===== config.mk =====
export PLATFORM = sky130hd
export DESIGN_NAME = word32_bits8
export DESIGN_NICKNAME = d
export VERILOG_FILES = /design/src/rtl/word32_bits8_pkg.sv /design/src/rtl/word32_bits8_hold.sv /design/src/rtl/word32_bits8.sv
export SDC_FILE = /design/constraint.sdc
export NUM_CORES = 1
export LEC_CHECK = 0
export ABC_AREA = 1
export BUFFER_PORTS_ARGS = -buffer_cell sky130_fd_sc_hd__buf_4
export CAP_MARGIN = 20
export CELL_PAD_IN_SITES_DETAIL_PLACEMENT = 0
export CELL_PAD_IN_SITES_GLOBAL_PLACEMENT = 1
export CORE_ASPECT_RATIO = 0.7
export CORE_MARGIN = 1
export CORE_UTILIZATION = 42
export DETAILED_ROUTE_END_ITERATION = 6
export GPL_TIMING_DRIVEN = 1
export PLACE_DENSITY = 0.83
export SLEW_MARGIN = 20
export SYNTH_ARGS = -nofsm -noshare
export SYNTH_HDL_FRONTEND = slang
export SYNTH_SLANG_ARGS = --single-unit

===== constraint.sdc =====
create_clock -name clk_4f -period 1.6 [get_ports clk_4f]
set_clock_uncertainty 0.2 [all_clocks]
set_input_delay 0.32 -clock clk_4f [delete_from_list [all_inputs] [get_ports clk_4f]]
set_output_delay 0.32 -clock clk_4f [all_outputs]
set_load 0.02 [all_outputs]

===== src/rtl/word32_bits8_pkg.sv =====
// Shared definitions for the 32-bit word <-> 8-bit byte lane converters.
// The receive-side deserialiser uses the same constants and state encoding.
package word32_bits8_pkg;

    localparam int BYTES_PER_WORD = 4;
    localparam int BYTE_W         = 8;
    localparam int WORD_W         = 32;
    localparam int CNT_W          = 2;
    localparam int SH_W           = WORD_W - BYTE_W;

    // Index of the last byte of a word on the output.
    localparam logic [CNT_W-1:0] LAST_IDX = CNT_W'(BYTES_PER_WORD - 1);

    typedef enum logic {
        ST_IDLE = 1'b0,
        ST_SEND = 1'b1
    } state_e;

    // First byte on the lane is the most significant one.
    function automatic logic [BYTE_W-1:0] msb_byte(input logic [WORD_W-1:0] w);
        return w[WORD_W-1 -: BYTE_W];
    endfunction

    // Remaining bytes still to be shifted out after the first one.
    function automatic logic [SH_W-1:0] tail_bytes(input logic [WORD_W-1:0] w);
        return w[SH_W-1:0];
    endfunction

endpackage


===== src/rtl/word32_bits8_hold.sv =====
// One-entry word holding register with a valid flag. Holds the next word
// while the current one is still being shifted out.
module word32_bits8_hold
    import word32_bits8_pkg::*;
(
    input  logic              clk_4f,
    input  logic              reset,
    input  logic              load_i,
    input  logic              clear_i,
    input  logic [WORD_W-1:0] data_i,
    output logic [WORD_W-1:0] data_o,
    output logic              valid_o
);

    logic [WORD_W-1:0] word_q, word_d;
    logic              valid_q, valid_d;

    // Next value: a load wins over a clear; the two are never asserted
    // together by the serialiser because load needs an empty slot.
    always_comb begin
        word_d  = word_q;
        valid_d = valid_q;
        if (load_i) begin
            word_d  = data_i;
            valid_d = 1'b1;
        end else if (clear_i) begin
            word_d  = '0;
            valid_d = 1'b0;
        end
    end

    // Holding register with asynchronous clear.
    always_ff @(posedge clk_4f or negedge reset) begin
        if (!reset) begin
            word_q  <= '0;
            valid_q <= 1'b0;
        end else begin
            word_q  <= word_d;
            valid_q <= valid_d;
        end
    end

    assign data_o  = word_q;
    assign valid_o = valid_q;

endmodule


===== src/rtl/word32_bits8.sv =====
// Word-to-byte serialiser: accepts 32-bit words over valid/ready and emits
// four bytes per word, most significant byte first, one byte per clk_4f.
// A second word may be parked in the hold register so that back-to-back
// words leave the lane without a bubble.
//
//   state   | meaning
//   --------+---------------------------------------------------------
//   ST_IDLE | nothing on the lane, valid_out=0, Data_out=00
//   ST_SEND | byte cnt_q of the current word is on Data_out
module word32_bits8
    import word32_bits8_pkg::*;
(
    input  logic              clk_4f,
    input  logic              reset,
    input  logic              valid_in,
    input  logic [WORD_W-1:0] Data_in,
    output logic              ready_out,
    output logic              valid_out,
    output logic [BYTE_W-1:0] Data_out
);

    state_e             state_q, state_d;
    logic [BYTE_W-1:0]  data_q, data_d;
    logic [SH_W-1:0]    sh_q, sh_d;
    logic [CNT_W-1:0]   cnt_q, cnt_d;

    logic               pend_load, pend_clear;
    logic               pend_v;
    logic [WORD_W-1:0]  pend_word;
    logic               accept;

    // Ready depends only on registered state, never on valid_in.
    assign ready_out = !pend_v;
    assign accept    = valid_in && ready_out;

    word32_bits8_hold u_hold (
        .clk_4f  (clk_4f),
        .reset   (reset),
        .load_i  (pend_load),
        .clear_i (pend_clear),
        .data_i  (Data_in),
        .data_o  (pend_word),
        .valid_o (pend_v)
    );

    // Next-state and datapath decisions for the byte sequencer.
    always_comb begin
        state_d    = state_q;
        data_d     = data_q;
        sh_d       = sh_q;
        cnt_d      = cnt_q;
        pend_load  = 1'b0;
        pend_clear = 1'b0;

        case (state_q)
            ST_IDLE: begin
                if (accept) begin
                    data_d  = msb_byte(Data_in);
                    sh_d    = tail_bytes(Data_in);
                    cnt_d   = '0;
                    state_d = ST_SEND;
                end
            end

            ST_SEND: begin
                if (cnt_q != LAST_IDX) begin
                    data_d    = sh_q[SH_W-1 -: BYTE_W];
                    sh_d      = {sh_q[SH_W-BYTE_W-1:0], {BYTE_W{1'b0}}};
                    cnt_d     = cnt_q + CNT_W'(1);
                    pend_load = accept;
                end else if (pend_v) begin
                    // Parked word goes straight out; ready is low on this
                    // edge so no new word can arrive at the same time.
                    data_d     = msb_byte(pend_word);
                    sh_d       = tail_bytes(pend_word);
                    cnt_d      = '0;
                    pend_clear = 1'b1;
                end else if (accept) begin
                    data_d = msb_byte(Data_in);
                    sh_d   = tail_bytes(Data_in);
                    cnt_d  = '0;
                end else begin
                    // Drop to idle with a clean zero on the lane.
                    data_d  = '0;
                    sh_d    = '0;
                    cnt_d   = '0;
                    state_d = ST_IDLE;
                end
            end

            default: begin
                data_d  = '0;
                sh_d    = '0;
                cnt_d   = '0;
                state_d = ST_IDLE;
            end
        endcase
    end

    // State, shift register and output byte; reset drops any partial word.
    always_ff @(posedge clk_4f or negedge reset) begin
        if (!reset) begin
            state_q <= ST_IDLE;
            data_q  <= '0;
            sh_q    <= '0;
            cnt_q   <= '0;
        end else begin
            state_q <= state_d;
            data_q  <= data_d;
            sh_q    <= sh_d;
            cnt_q   <= cnt_d;
        end
    end

    assign valid_out = (state_q == ST_SEND);
    assign Data_out  = data_q;

endmodule


# Word level (Yosys, flattened, before mapping)
# Index checks and enable logic that the tools add are counted.
# word_totals
wordCells	39
out_inout_bits	10
reg_bits	68
input_bits	35
# classes
add_sub_neg	1
reduce_logical	3
bitwise_logic	1
eq_ne	2
muxes	26
# ops
operator	n
$mux 24	4
$mux 32	2
$pmux 24 s2	1
$mux 8	4
$pmux 8 s2	1
$mux 1	10
$mux 2	2
$ne 2x2->1 const B	2
$pmux 2 s2	1
$add 2x1->2 const B	1
$pmux 1 s2	1
$reduce_bool 2->1	1
$logic_and 1x1->1	1
$logic_not 1->1	1
$not 1->1	1

# Logic depth before layout (Yosys ltp)
# Gate-level depths: netlist (run 1).
# depth
depth_word	6
depth_mapped	7
depth_no_buf	6

# Hierarchy
# A second synthesis (run 1) with hierarchy kept.
# unflattened
hier_cells	433
area_unflattened_um2	3286.9
# modules_own_cells
mod	area_per_inst_um2	cells_each	instances	seq_area_each_um2
word32_bits8	1980.6	293	1	875.8
word32_bits8_hold	1306.3	140	1	825.8

# Worst setup path after synthesis (run 1)
# OpenSTA, ideal clock, no wires.
# synth_timing
kind	register -> register
start	register cnt_q[0]
end	register data_q[0], in the netlist Data_out[0]
synth_period_minus_slack_ns	1.501
setup_time_ns	0.130
path_slack_ns	0.099
required_ns	1.270
n_path_buf	1
arrival_time_ns	1.172
path_stages_with_launch	7
cell_sequence	dfrtp_1 -> ha_1 -> nand3_2 -> clkinv_2 -> buf_6 -> nand2_1 -> nand4_1
# synth_via
elab_chain_len	3
# synth_rtl
element	line_no	rtl
from (decl)	word32_bits8.sv:25	logic [CNT_W-1:0] cnt_q, cnt_d;
from (signal assigned)	word32_bits8.sv:111	cnt_q <= cnt_d;
$ne 2x2->1	word32_bits8.sv:66	if (cnt_q != LAST_IDX) begin
$mux 8	word32_bits8.sv:66	
$pmux 8 s2	word32_bits8.sv:55	case (state_q)
to (signal assigned)	word32_bits8.sv:109	data_q <= data_d;
to (decl)	word32_bits8.sv:23	logic [BYTE_W-1:0] data_q, data_d;
# Every way passes these cells.
# A chain may end at the register's enable or synchronous reset.

# Worst setup path in the final report (run 1)
# layout_timing
start	register cnt_q[0]
end	register data_q[7], in the netlist Data_out[7]
# The elaborated chain is that of the path after synthesis.

==> results of run 1 <==
registers in the layout (all words and copies together), names as in the netlist:
signal          count
u_hold.data_o      32
sh_q               24
Data_out            8
cnt_q               2
u_hold.valid_o      1
valid_out           1
how the worst max path moves through the flow:
stage / from / end / slack [ns]
after global placement: cnt_q[0]$_DFFE_PN0P_ / u_hold.data_o[16]$_DFFE_PN0P_ / -0.004
after floorplan: cnt_q[0]$_DFFE_PN0P_ / Data_out[0]$_DFFE_PN0P_ / 0.1
after CTS: cnt_q[0]$_DFFE_PN0P_ / Data_out[7]$_DFFE_PN0P_ / 0.01
final: cnt_q[0]$_DFFE_PN0P_ / Data_out[7]$_DFFE_PN0P_ / 0.04
after detailed placement: cnt_q[0]$_DFFE_PN0P_ / Data_out[7]$_DFFE_PN0P_ / -0.04
after global routing: cnt_q[0]$_DFFE_PN0P_ / sh_q[11]$_DFFE_PN0P_ / -0.02
metal layers:
layer,up-vias,share of wire (%)
met5,-,0
met4,0,0.90
met3,6,8.8
met2,114,45
met1,1283,45
li1,1350,-
critical path: stages (launching register included):
cell and delay [ns]:
dfrtp_1 0.41, ha_4 0.19, nor2_4 0.12, buf_12 0.14
nor2_4 0.05, buf_12 0.15, nand2_1 0.07, nand4_1 0.08
cell usage in the layout, fill, tap and decap left out, drive strengths merged:
| cell | Yosys | final |
|---|---|---|
| clkinv | 1 | 4 |
| nand4 | 24 | 24 |
| buf | 22 | 66 |
| nand2 | 145 | 145 |
| dlygate4sd3 | 0 | 24 |
| o21ai | 7 | 7 |
| nor2 | 9 | 9 |
| a21oi | 4 | 4 |
| dfrtp | 68 | 68 |
| clkbuf | 1 | 12 |
| inv | 10 | 10 |
| bufinv | 0 | 2 |
| o211ai | 5 | 5 |
| nand3 | 63 | 63 |
| ha | 1 | 1 |
cell families after synthesis:
family,share of synthesized area (%)
flip-flops,55.3
AO/OA/AOI/OAI,3.13
buffers and inverters,6.54
AND/OR/NAND/NOR,34.6
adder cells (fa/ha/maj),0.406
metrics by stage:
step,std cells,TNS (ns),hold slack (ns),setup slack (ns)
floorplan,360,0,-0.176,0.0986
global placement,495,-0.00355,0.159,-0.00355
detailed placement,495,-0.471,0.159,-0.0414
CTS,536,0,0.00250,0.0140
global route,538,-0.117,-0.000585,-0.0227
finish,538,0,0.00981,0.0428
power breakdown:
| part | total [W] | internal [W] | switching [W] |
|---|---|---|---|
| sequential | 0.00265 | 0.00232 | 0.000332 |
| clock | 0.00155 | 0.000913 | 0.000642 |
| combinational | 0.00289 | 0.00124 | 0.00165 |
cell type report:
class / count / area share [%]
multi-input combinational: 258 / 28.9
sequential: 68 / 41.1
tap: 94 / 2.84
timing repair buffer: 91 / 21.0
clock inverter: 5 / 1.81
clock buffer: 11 / 3.41
inverter: 11 / 1.03
repair_timing:
item                                   4_1_cts  5_1_grt
pin swaps                                    1        2
cloned                                       0        1
setup buffers                                1        1
resized for setup                            2        4
setup endpoints to repair                   49       48
endpoints found under the hold margin       91        0
hold buffers                                24        0
==> results.tsv, run 1 <==
stage	metric	value	unit
global_routing	GRT met3 Usage	5.15	%
detailed_routing	WL/cell	14.9	um
timing	Final Max Slew Viols	0	
clock_network	worst skew pair latency	0.34	ns
min_path	WHS Endpoint	sh_q[8]$_DFFE_PN0P_	
worst_setup_path	CP max FO	16	
final_layout	Core Util, Final	59.9	%
timing	final worst path period need	1.56	ns
die	core area	0.00691	mm^2
clock_network	TritonCTS Buffers	9	
worst_setup_path	Critical Path AT	1.57	ns
final_layout	Area Growth Syn to Fin	34.6	%
worst_setup_path	worst endpoint required time	1.61	ns
yosys	Syn Area/Cell	8.55	um^2
global_routing	GR Overflow Total	0	
timing	Worst Tran Pin Value	0.366	ns
detailed_routing	WL final	8040	um
yosys	ranking of synthesized cells by area	dfrtp_1, nand2_1, nand3_1	
clock_network	TritonCTS clock tree	built	
global_routing	initial antenna violation count	0	
global_routing	met1 Use GR	32.4	%
yosys	sequential share of the synthesized area	55.3	%
die	Rows	25	
place	Final Wtd Congestion	0.783	
clock_network	CTS sink count	68	
global_routing	pin count of the biggest net entering global routing	69	
worst_setup_path	Critical R2R Launch	cnt_q[0]$_DFFE_PN0P_	
die	starting density of the core	44.5	%
yosys	syn nets	396	
die	die width	104	um
worst_setup_path	crit end category	register	
global_routing	gr usage total	22.9	%
place	HPWL after detailed placement	5090	um
yosys	Post-synth top flop	dfrtp_1	
worst_setup_path	Crit Path Category	register to register	
clock_network	CTS Root Cell	clkbuf_8	
yosys	synth unique cells	23	
clock_network	H-tree Lvls	3	
die	die height	73.6	um
min_path	WHS Path Cells	3	
yosys	ys async rst share	100	%
job	max-cap violations	0	
clock_network	Reg clk slew, reported paths	0.07	ns
yosys	Mapped Area	0.00308	mm^2
min_path	worst min path class	primary input to register	
global_routing	Top Usage Layer GRT	met2	
worst_setup_path	Reg2Reg Depth	7	
timing	Hold Fails Final Rpt	0	
min_path	HP Start	Data_in[8]	
timing	crit share post-route	97.3	%
worst_setup_path	startpoint class of the critical path	register	
detailed_routing	DRT iter0 DRCs	260	
power	leakage	2.03	nW
die	full die area	0.00768	mm^2
global_routing	vias in the first global route	2683	
detailed_routing	# DRC	0	
final_layout	Post-layout nets	475	
global_routing	global routing usage on met2	35.1	%
yosys	Ys Warns	0	
timing	Slew headroom	75.6	%
timing	RSZ-0062 raised after global routing	true	
power	maximum VDD drop	0.680	mV
detailed_routing	post-route antenna net violation count	0	
place	PortBufs	44	
detailed_routing	Via density	5.12	
worst_setup_path	Critical R2R Capture	Data_out[7]$_DFFE_PN0P_	
final_layout	Ant. Diodes	0	
run_status	outcome	complete, no violations	
worst_setup_path	R2R setup slack	0.04	ns
yosys	most numerous cell in the Yosys netlist	nand2_1	
timing	achievable clock frequency	642	MHz
power	PD cells	1710	mW/mm^2
detailed_routing	drt first pass iters	4	
die	I/O Pins	45	
yosys	Yosys top cell area share	55.3	%
final_layout	register area	0.00170	mm^2
yosys	#FFs+latches synth	68	
power	total power draw	0.00710	W
clock_network	clock buffer depth	2	
global_routing	global-route wire length before repair	13400	um
yosys	Cells after Synth	360	
place	placed cell area	0.00361	mm^2
final_layout	Multi-input gate area	0.00120	mm^2
yosys	Commonest cells post-synth	nand2_1, dfrtp_1, nand3_1, nand4_1, buf_2	
final_layout	layout cells sized above 1	21.2	%
yosys	Yosys top cell by area	dfrtp_1	
yosys	EDFF count, synth	0	
final_layout	post-route cell area	0.00414	mm^2
final_layout	fillers	622	
timing	final setup violation count	0	
detailed_routing	via count	2753	
(Power assumes the default switching activity.)
==> run 2, diff against run 1 <==
--- a/config.mk
+++ b/config.mk
@@ -15,8 +15,9 @@
 export CORE_UTILIZATION = 42
 export DETAILED_ROUTE_END_ITERATION = 6
 export GPL_TIMING_DRIVEN = 1
-export PLACE_DENSITY = 0.83
+export PLACE_DENSITY = 0.84
 export SLEW_MARGIN = 20
 export SYNTH_ARGS = -nofsm -noshare
 export SYNTH_HDL_FRONTEND = slang
+export SYNTH_HIERARCHICAL = 1
 export SYNTH_SLANG_ARGS = --single-unit
==> run 2 against run 1 <==
Compared with the run above:
- via count up 11%
- sequential power up 8.7%
- non-clock buffer count up 13
- maximum frequency down 2.1%
- clock power down 7%
- die area up 6.6%
- area after synthesis up 6.8%
- critical path depth up 1
- critical path type unchanged
==> results.tsv, run 2 <==
stage	metric	value	unit	change
die	die width	108	um	+3.3%
final_layout	Area Growth Syn to Fin	37.9	%	
detailed_routing	via count	3057		+11%
yosys	Cells after Synth	433		+20%
clock_network	Reg clk slew, reported paths	0.07	ns	about the same
job	max-cap violations	0		unchanged
yosys	sequential share of the synthesized area	51.8	%	-3.5 points
final_layout	Ant. Diodes	0		unchanged
yosys	Yosys top cell area share	51.8	%	-3.5 points
worst_setup_path	R2R setup slack	0.01	ns	-0.03 ns
global_routing	vias in the first global route	2922		+8.9%
detailed_routing	# DRC	0		unchanged
worst_setup_path	worst endpoint required time	1.64	ns	+0.03 ns
final_layout	most frequent cells in the layout	nand2_1, dfrtp_1, buf_4		
min_path	WHS Endpoint	valid_out$_DFF_PN0_		
yosys	xor/xnor share of the synthesized area	0	%	unchanged
yosys	post-synthesis mux area share	0	%	unchanged
detailed_routing	Via density	4.88		-4.6%
timing	RSZ-0062 raised after global routing	true		
die	starting density of the core	44.1	%	-0.40 points
detailed_routing	drt first pass iters	4		unchanged
detailed_routing	WL/cell	13.9	um	-7.0%
power	maximum VDD drop	0.816	mV	+20%
clock_network	TritonCTS Buffers	9		unchanged
clock_network	CTS sink count	68		unchanged
yosys	Syn Area/Cell	7.59	um^2	-11%
power	sequential share of power	35.0	%	-2.4 points
global_routing	global-route wire length before repair	14200	um	+6.1%
final_layout	max reg flops	32		unchanged
yosys	syn nets	469		+18%
yosys	Mapped Area	0.00329	mm^2	+6.8%
timing	WHS	0.162	ns	+0.152 ns
final_layout	layout cells sized above 1	23.7	%	+2.5 points
power	Gate power share	47.5	%	+6.8 points
worst_setup_path	startpoint class of the critical path	register		
die	I/O Pins	45		unchanged
global_routing	pin count of the biggest net entering global routing	39		-43%
final_layout	fillers	681		+9.5%
timing	final setup violation count	0		unchanged
timing	fin worst setup slack	0.00971	ns	-0.0331 ns
min_path	HP Start	valid_in		
yosys	synth unique cells	17		-26%
die	full die area	0.00819	mm^2	+6.6%
global_routing	gr usage total	22.4	%	-0.56 points
worst_setup_path	Critical R2R Launch	cnt_q[1]$_DFFE_PN0P_		
die	die height	76.0	um	+3.2%
worst_setup_path	Critical R2R Capture	u_hold/data_o[3]$_DFFE_PN0P_		
clock_network	worst skew pair latency	0.35	ns	about the same
clock_network	CTS Root Cell	clkbuf_8		
power	switch share	41.7	%	+4.7 points
final_layout	most common cell after layout, fill and taps aside	nand2_1		
worst_setup_path	Crit Path Category	register to register		
place	placed cell area	0.00382	mm^2	+6.0%
timing	crit share post-route	99.4	%	+2.1 points
yosys	ranking of synthesized cells by area	dfrtp_1, nand2_1, nand3_1		
yosys	Post-Synth Simple-Gate Area	40.2	%	+5.6 points
yosys	Post-synth top flop	dfrtp_1		
timing	achievable clock frequency	629	MHz	-2.1%
die	core area	0.00745	mm^2	+7.8%
worst_setup_path	Critical Path AT	1.63	ns	+0.06 ns
worst_setup_path	Reg2Reg Depth	8		+1
detailed_routing	WL final	8700	um	+8.3%
place	HPWL after detailed placement	5530	um	+8.7%
power	leakage	2.39	nW	+18%
yosys	EDFF count, synth	0		unchanged
timing	Slew headroom	77.9	%	+2.3 points
clock_network	TritonCTS clock tree	built		
yosys	Ys Warns	6		+6
place	dpl ws	-0.0631	ns	-0.0217 ns
die	Rows	26		+4.0%
detailed_routing	post-route antenna net violation count	0		unchanged
yosys	Commonest cells post-synth	nand2_1, dfrtp_1, nand3_1, nor2_1, buf_2		
clock_network	H-tree Lvls	3		unchanged
yosys	Post-Synth Adder-Cell Area	0.381	%	-0.026 points
timing	final worst path period need	1.59	ns	+0.0331 ns
final_layout	Layout Cells excl Fill	626		+16%
worst_setup_path	CP max FO	9		-7
power	Sw Pwr	0.00343	W	+31%
timing	Worst Tran Pin Value	0.331	ns	-0.0346 ns
min_path	WHS Path Cells	3		unchanged
yosys	ys async rst share	100	%	unchanged
clock_network	clock buffer depth	2		unchanged
place	Final Wtd Congestion	0.760		-2.9%
timing	Hold Fails Final Rpt	0		unchanged
min_path	worst min path class	primary input to register		
global_routing	GR Overflow Total	0		unchanged
run_status	outcome	complete, no violations		
yosys	most numerous cell in the Yosys netlist	nand2_1		
yosys	#FFs+latches synth	68		unchanged
timing	Final Max Slew Viols	0		unchanged
power	total power draw	0.00823	W	+16%
place	PortBufs	44		unchanged
global_routing	initial antenna violation count	0		unchanged
detailed_routing	DRT iter0 DRCs	157		-40%
worst_setup_path	crit end category	register		
final_layout	post-route cell area	0.00453	mm^2	+9.4%
final_layout	Post-layout nets	559		+18%
yosys	Synth Area in Compound Gates	1.64	%	-1.5 points
power	Power Internal	0.00480	W	+7.3%
power	PD cells	1820	mW/mm^2	+6.0%
place	Cells after DPL	572		+16%
yosys	largest family of logic cells by synthesized area	simple AND/OR/NAND/NOR gates		
power	clock share of power	17.5	%	-4.4 points
yosys	Yosys top cell by area	dfrtp_1		
==> run 2: changes by cell type in the layout (fill, tap and decap cells not counted), moves of 4 or more <==
cell           before  now
nor2_1              7   14
nand2_2             2   21
o21ai_0             6    0
buf_4              56   62
nand2_4             1    8
nand4_1            24    0
nand3_1            62   57
nand2_1           142  219
dlygate4sd3_1      24   33
o211ai_1            5    1
==> run 2: cell type report <==
type,count,area [um^2],area share [%]
Clock inverter,7,75.1,1.66
Multi-Input combinational cell,330,1490,32.9
Tap cell,98,123,2.70
Clock buffer,9,124,2.73
Sequential cell,68,1700,37.6
Timing Repair Buffer,104,977,21.6
Inverter,10,40.0,0.883
==> run 2: through the flow <==
stage,util (%),TNS [ns]
after detailed placement,51.3,-1.05
after global routing,60.8,-0.887
after floorplan,-,-0.305
after CTS,58.6,0
after global placement,51.3,0
final,60.8,0
==> run 2: worst max-delay path by stage <==
| stage | start | to | slack, ns | depth (start not counted) |
|---|---|---|---|---|
| after floorplan | cnt_q[0]$_DFFE_PN0P_ | u_hold/data_o[0]$_DFFE_PN0P_ | -0.02 | 10 |
| after global placement | cnt_q[0]$_DFFE_PN0P_ | u_hold/data_o[7]$_DFFE_PN0P_ | 0.01 | 7 |
| after detailed placement | cnt_q[0]$_DFFE_PN0P_ | u_hold/data_o[12]$_DFFE_PN0P_ | -0.06 | 7 |
| after CTS | cnt_q[0]$_DFFE_PN0P_ | u_hold/data_o[12]$_DFFE_PN0P_ | 0.0005 | 7 |
| after global routing | cnt_q[0]$_DFFE_PN0P_ | u_hold/data_o[18]$_DFFE_PN0P_ | -0.05 | 7 |
| final | cnt_q[1]$_DFFE_PN0P_ | u_hold/data_o[3]$_DFFE_PN0P_ | 0.01 | 8 |
==> run 2: metal layers <==
| metal | vias up | GRT usage (%) | wire [um] |
|---|---|---|---|
| met5 | - | 0 | 0 |
| met2 | 78 | 32.6 | 3830 |
| met1 | 1440 | 32.8 | 4190 |
| met4 | 0 | 6.44 | 112 |
| met3 | 13 | 5.56 | 574 |
| li1 | 1526 | - | - |
==> run 2: what timing repair did <==
item | 4_1_cts | 5_1_grt
pin swaps | 0 | 3
gates resized for setup | 2 | 29
endpoints found under the hold margin | 62 | 0
setup buffers | 1 | 2
setup endpoints to repair | 23 | 36
gates cloned | 0 | 2
hold buffers | 33 | 0
==> run 2: critical path: stages (launching register included) <==
cell       delay [ns]
dfrtp_1          0.42
ha_4             0.19
inv_4            0.06
nand2_4          0.06
nor2_4           0.20
nor2_8           0.08
clkbuf_16        0.18
nand2_2          0.05
nand2_1          0.04
==> run 2: power groups by stage <==
stage / combinational [W] / clock (W) / sequential (W)
after floorplan: 0.00225 / 0 / 0.00283
after global placement: 0.00331 / 0 / 0.00284
after detailed placement: 0.00336 / 0 / 0.00286
after CTS: 0.00348 / 0.00147 / 0.00283
after global routing: 0.00437 / 0.00155 / 0.00297
final: 0.00391 / 0.00144 / 0.00288
==> run 2: logic make-up (layout without fill, tap and decap cells) <==
kind of cell / count (synthesis) / count (layout)
and+or+nand+nor: 321 / 321
DFF: 68 / 68
buffers and inverters: 35 / 130
AOI/OAI and AO/OA: 8 / 8
adders and majority gates: 1 / 1
==> run 3, diff against run 2 <==
--- a/config.mk
+++ b/config.mk
@@ -13,6 +13,7 @@
 export CORE_ASPECT_RATIO = 0.7
 export CORE_MARGIN = 1
 export CORE_UTILIZATION = 42
+export CTS_CLUSTER_SIZE = 10
 export DETAILED_ROUTE_END_ITERATION = 6
 export GPL_TIMING_DRIVEN = 1
 export PLACE_DENSITY = 0.84
==> constraint.sdc (replaced) <==
create_clock -name clk_4f -period 1.7 [get_ports clk_4f]
set_clock_uncertainty 0.2 [all_clocks]
set_input_delay 0.34 -clock clk_4f [delete_from_list [all_inputs] [get_ports clk_4f]]
set_output_delay 0.34 -clock clk_4f [all_outputs]
set_load 0.02 [all_outputs]
==> run 3 against run 2 <==
Compared with the run above:
- sequential share of layout area increased by 2.5 points
- worst hold slack got worse by 0.15 ns
- global-route usage increased by 0.27 points
- largest cell class unchanged
- largest power group unchanged
==> results.tsv, run 3 (synthesized netlist as in run 2, its figures left out) <==
stage	metric	value	unit	change
power	leakage	2.28	nW	-4.6%
timing	final worst path period need	1.67	ns	
run_status	outcome	complete, no violations		
global_routing	initial antenna violation count	0		unchanged
global_routing	vias in the first global route	2872		-1.7%
timing	crit share post-route	98.1	%	
final_layout	layout cells sized above 1	21.5	%	-2.1 points
die	core area	0.00745	mm^2	unchanged
worst_setup_path	startpoint class of the critical path	register		
global_routing	gr usage total	22.6	%	+0.27 points
timing	final setup TNS	0	ns	unchanged
die	die height	76.0	um	unchanged
worst_setup_path	crit end category	output port		
place	Final Wtd Congestion	0.782		+2.8%
power	PD cells	1750	mW/mm^2	-3.8%
worst_setup_path	Reg2Reg Depth	8		unchanged
clock_network	H-tree Lvls	3		unchanged
final_layout	Ant. Diodes	0		unchanged
timing	Worst Tran Pin Value	0.369	ns	+0.0374 ns
final_layout	fillers	715		+5.0%
final_layout	Layout Cells excl Fill	604		-3.5%
detailed_routing	Via density	4.98		+2.0%
min_path	WHS Path Cells	3		unchanged
die	starting density of the core	44.1	%	unchanged
timing	RSZ-0062 raised after global routing	true		
timing	Hold Fails Final Rpt	0		unchanged
power	maximum VDD drop	0.666	mV	-18%
global_routing	global-route wire length before repair	14200	um	unchanged
die	full die area	0.00819	mm^2	unchanged
clock_network	TritonCTS clock tree	built		
place	placed cell area	0.00384	mm^2	+0.29%
detailed_routing	post-route antenna net violation count	0		unchanged
detailed_routing	# DRC	0		unchanged
final_layout	Post-layout nets	539		-3.6%
job	max-cap violations	0		unchanged
min_path	worst min path class	primary input to register		
final_layout	max reg flops	32		unchanged
detailed_routing	drt first pass iters	4		unchanged
clock_network	worst skew pair latency	0.34	ns	about the same
die	I/O Pins	45		unchanged
timing	fin worst setup slack	0.0318	ns	+0.0220 ns
timing	Slew headroom	75.4	%	-2.5 points
die	die width	108	um	unchanged
final_layout	post-route cell area	0.00425	mm^2	-6.3%
place	HPWL after detailed placement	5470	um	-1.1%
place	dpl ws	0.00900	ns	+0.0721 ns
clock_network	CTS sink count	68		unchanged
place	Cells after DPL	570		-0.35%
final_layout	Area Growth Syn to Fin	29.2	%	
die	Rows	26		unchanged
detailed_routing	via count	3010		-1.5%
clock_network	clock buffer depth	2		unchanged
global_routing	pin count of the biggest net entering global routing	69		+77%
timing	Final Max Slew Viols	0		unchanged
worst_setup_path	Crit Path Category	register to output port		
clock_network	TritonCTS Buffers	9		unchanged
timing	WHS	0.0136	ns	-0.148 ns
detailed_routing	WL final	8710	um	+0.16%
clock_network	CTS Root Cell	clkbuf_8		
clock_network	Reg clk slew, reported paths	0.07	ns	about the same
worst_setup_path	worst endpoint required time	1.16	ns	-0.48 ns
final_layout	most common cell after layout, fill and taps aside	nand2_1		
timing	achievable clock frequency	599	MHz	
worst_setup_path	CP max FO	13		+4
detailed_routing	WL/cell	14.4	um	+3.8%
detailed_routing	DRT iter0 DRCs	189		+20%
place	PortBufs	44		unchanged
global_routing	GR Overflow Total	0		unchanged
timing	final setup violation count	0		unchanged
final_layout	most frequent cells in the layout	nand2_1, dfrtp_1, buf_4		
worst_setup_path	Critical Path AT	1.13	ns	-0.50 ns
==> run 3: changes by cell type in the layout (fill, tap and decap cells not counted), sizes merged <==
cell / previous run / this run
buf: 69 / 70
bufinv: 1 / 0
clkbuf: 11 / 13
clkinv: 1 / 3
clkinvlp: 3 / 0
dlygate4sd3: 33 / 12
inv: 12 / 10
==> run 3: power breakdown <==
group	total (W)	internal [W]	switching (W)
clock	0.00113	0.000546	0.000584
combinational	0.00364	0.00153	0.00211
sequential	0.00265	0.00227	0.000375
==> run 3: what timing repair did <==
action / CTS / global route
hold buffers: 11 / 1
resized for setup: 2 / 11
buffers inserted: 2 / 3
hold endpoints to repair: 78 / 1
cloned: 0 / 3
setup endpoints to repair: 1 / 53
pin swaps: 0 / 1
==> run 3: critical path, stage by stage (launching register included) <==
cell and delay, ns:
dfrtp_2 0.46, buf_6 0.17, buf_4 0.16
==> run 3: stage by stage <==
stage / utilization [%] / power, W
floorplan: - / 0.00475
CTS: 55.3 / 0.00709
detailed placement: 51.5 / 0.00589
global route: 57.0 / 0.00804
finish: 57.0 / 0.00742
global placement: 51.5 / 0.00585
==> run 3: layout make-up <==
cell class | instances | area (um^2) | area share, %
clock inverter | 3 | 15.0 | 0.354
clock buffer | 11 | 141 | 3.33
multi-input combinational | 330 | 1420 | 33.4
timing repair buffer | 84 | 807 | 19.0
tap | 98 | 123 | 2.89
inverter | 10 | 37.5 | 0.884
sequential | 68 | 1700 | 40.1
==> run 3: layer usage <==
metal  vias to the layer above  share of wire [%]  GRT usage [%]
li1                       1482                  -              -
met1                      1442                 50           33.6
met2                        80                 44           32.7
met3                         6                6.0           6.76
met4                         0               0.44           4.52
met5                         -                  0              0
==> run 3: path summary, 6_finish.rpt <==
check                                                end  slack [ns]                     startpoint
hold / removal              u_hold/data_o[6]$_DFFE_PN0P_        0.01                     Data_in[6]
hold reg to reg            u_hold/data_o[30]$_DFFE_PN0P_        0.27  u_hold/data_o[30]$_DFFE_PN0P_
setup / recovery                               valid_out        0.03            valid_out$_DFF_PN0_
setup reg to reg           u_hold/data_o[17]$_DFFE_PN0P_        0.06           cnt_q[0]$_DFFE_PN0P_
min in group asynchronous   u_hold/data_o[4]$_DFFE_PN0P_        0.36                          reset
max in group asynchronous           sh_q[19]$_DFFE_PN0P_        0.66                          reset
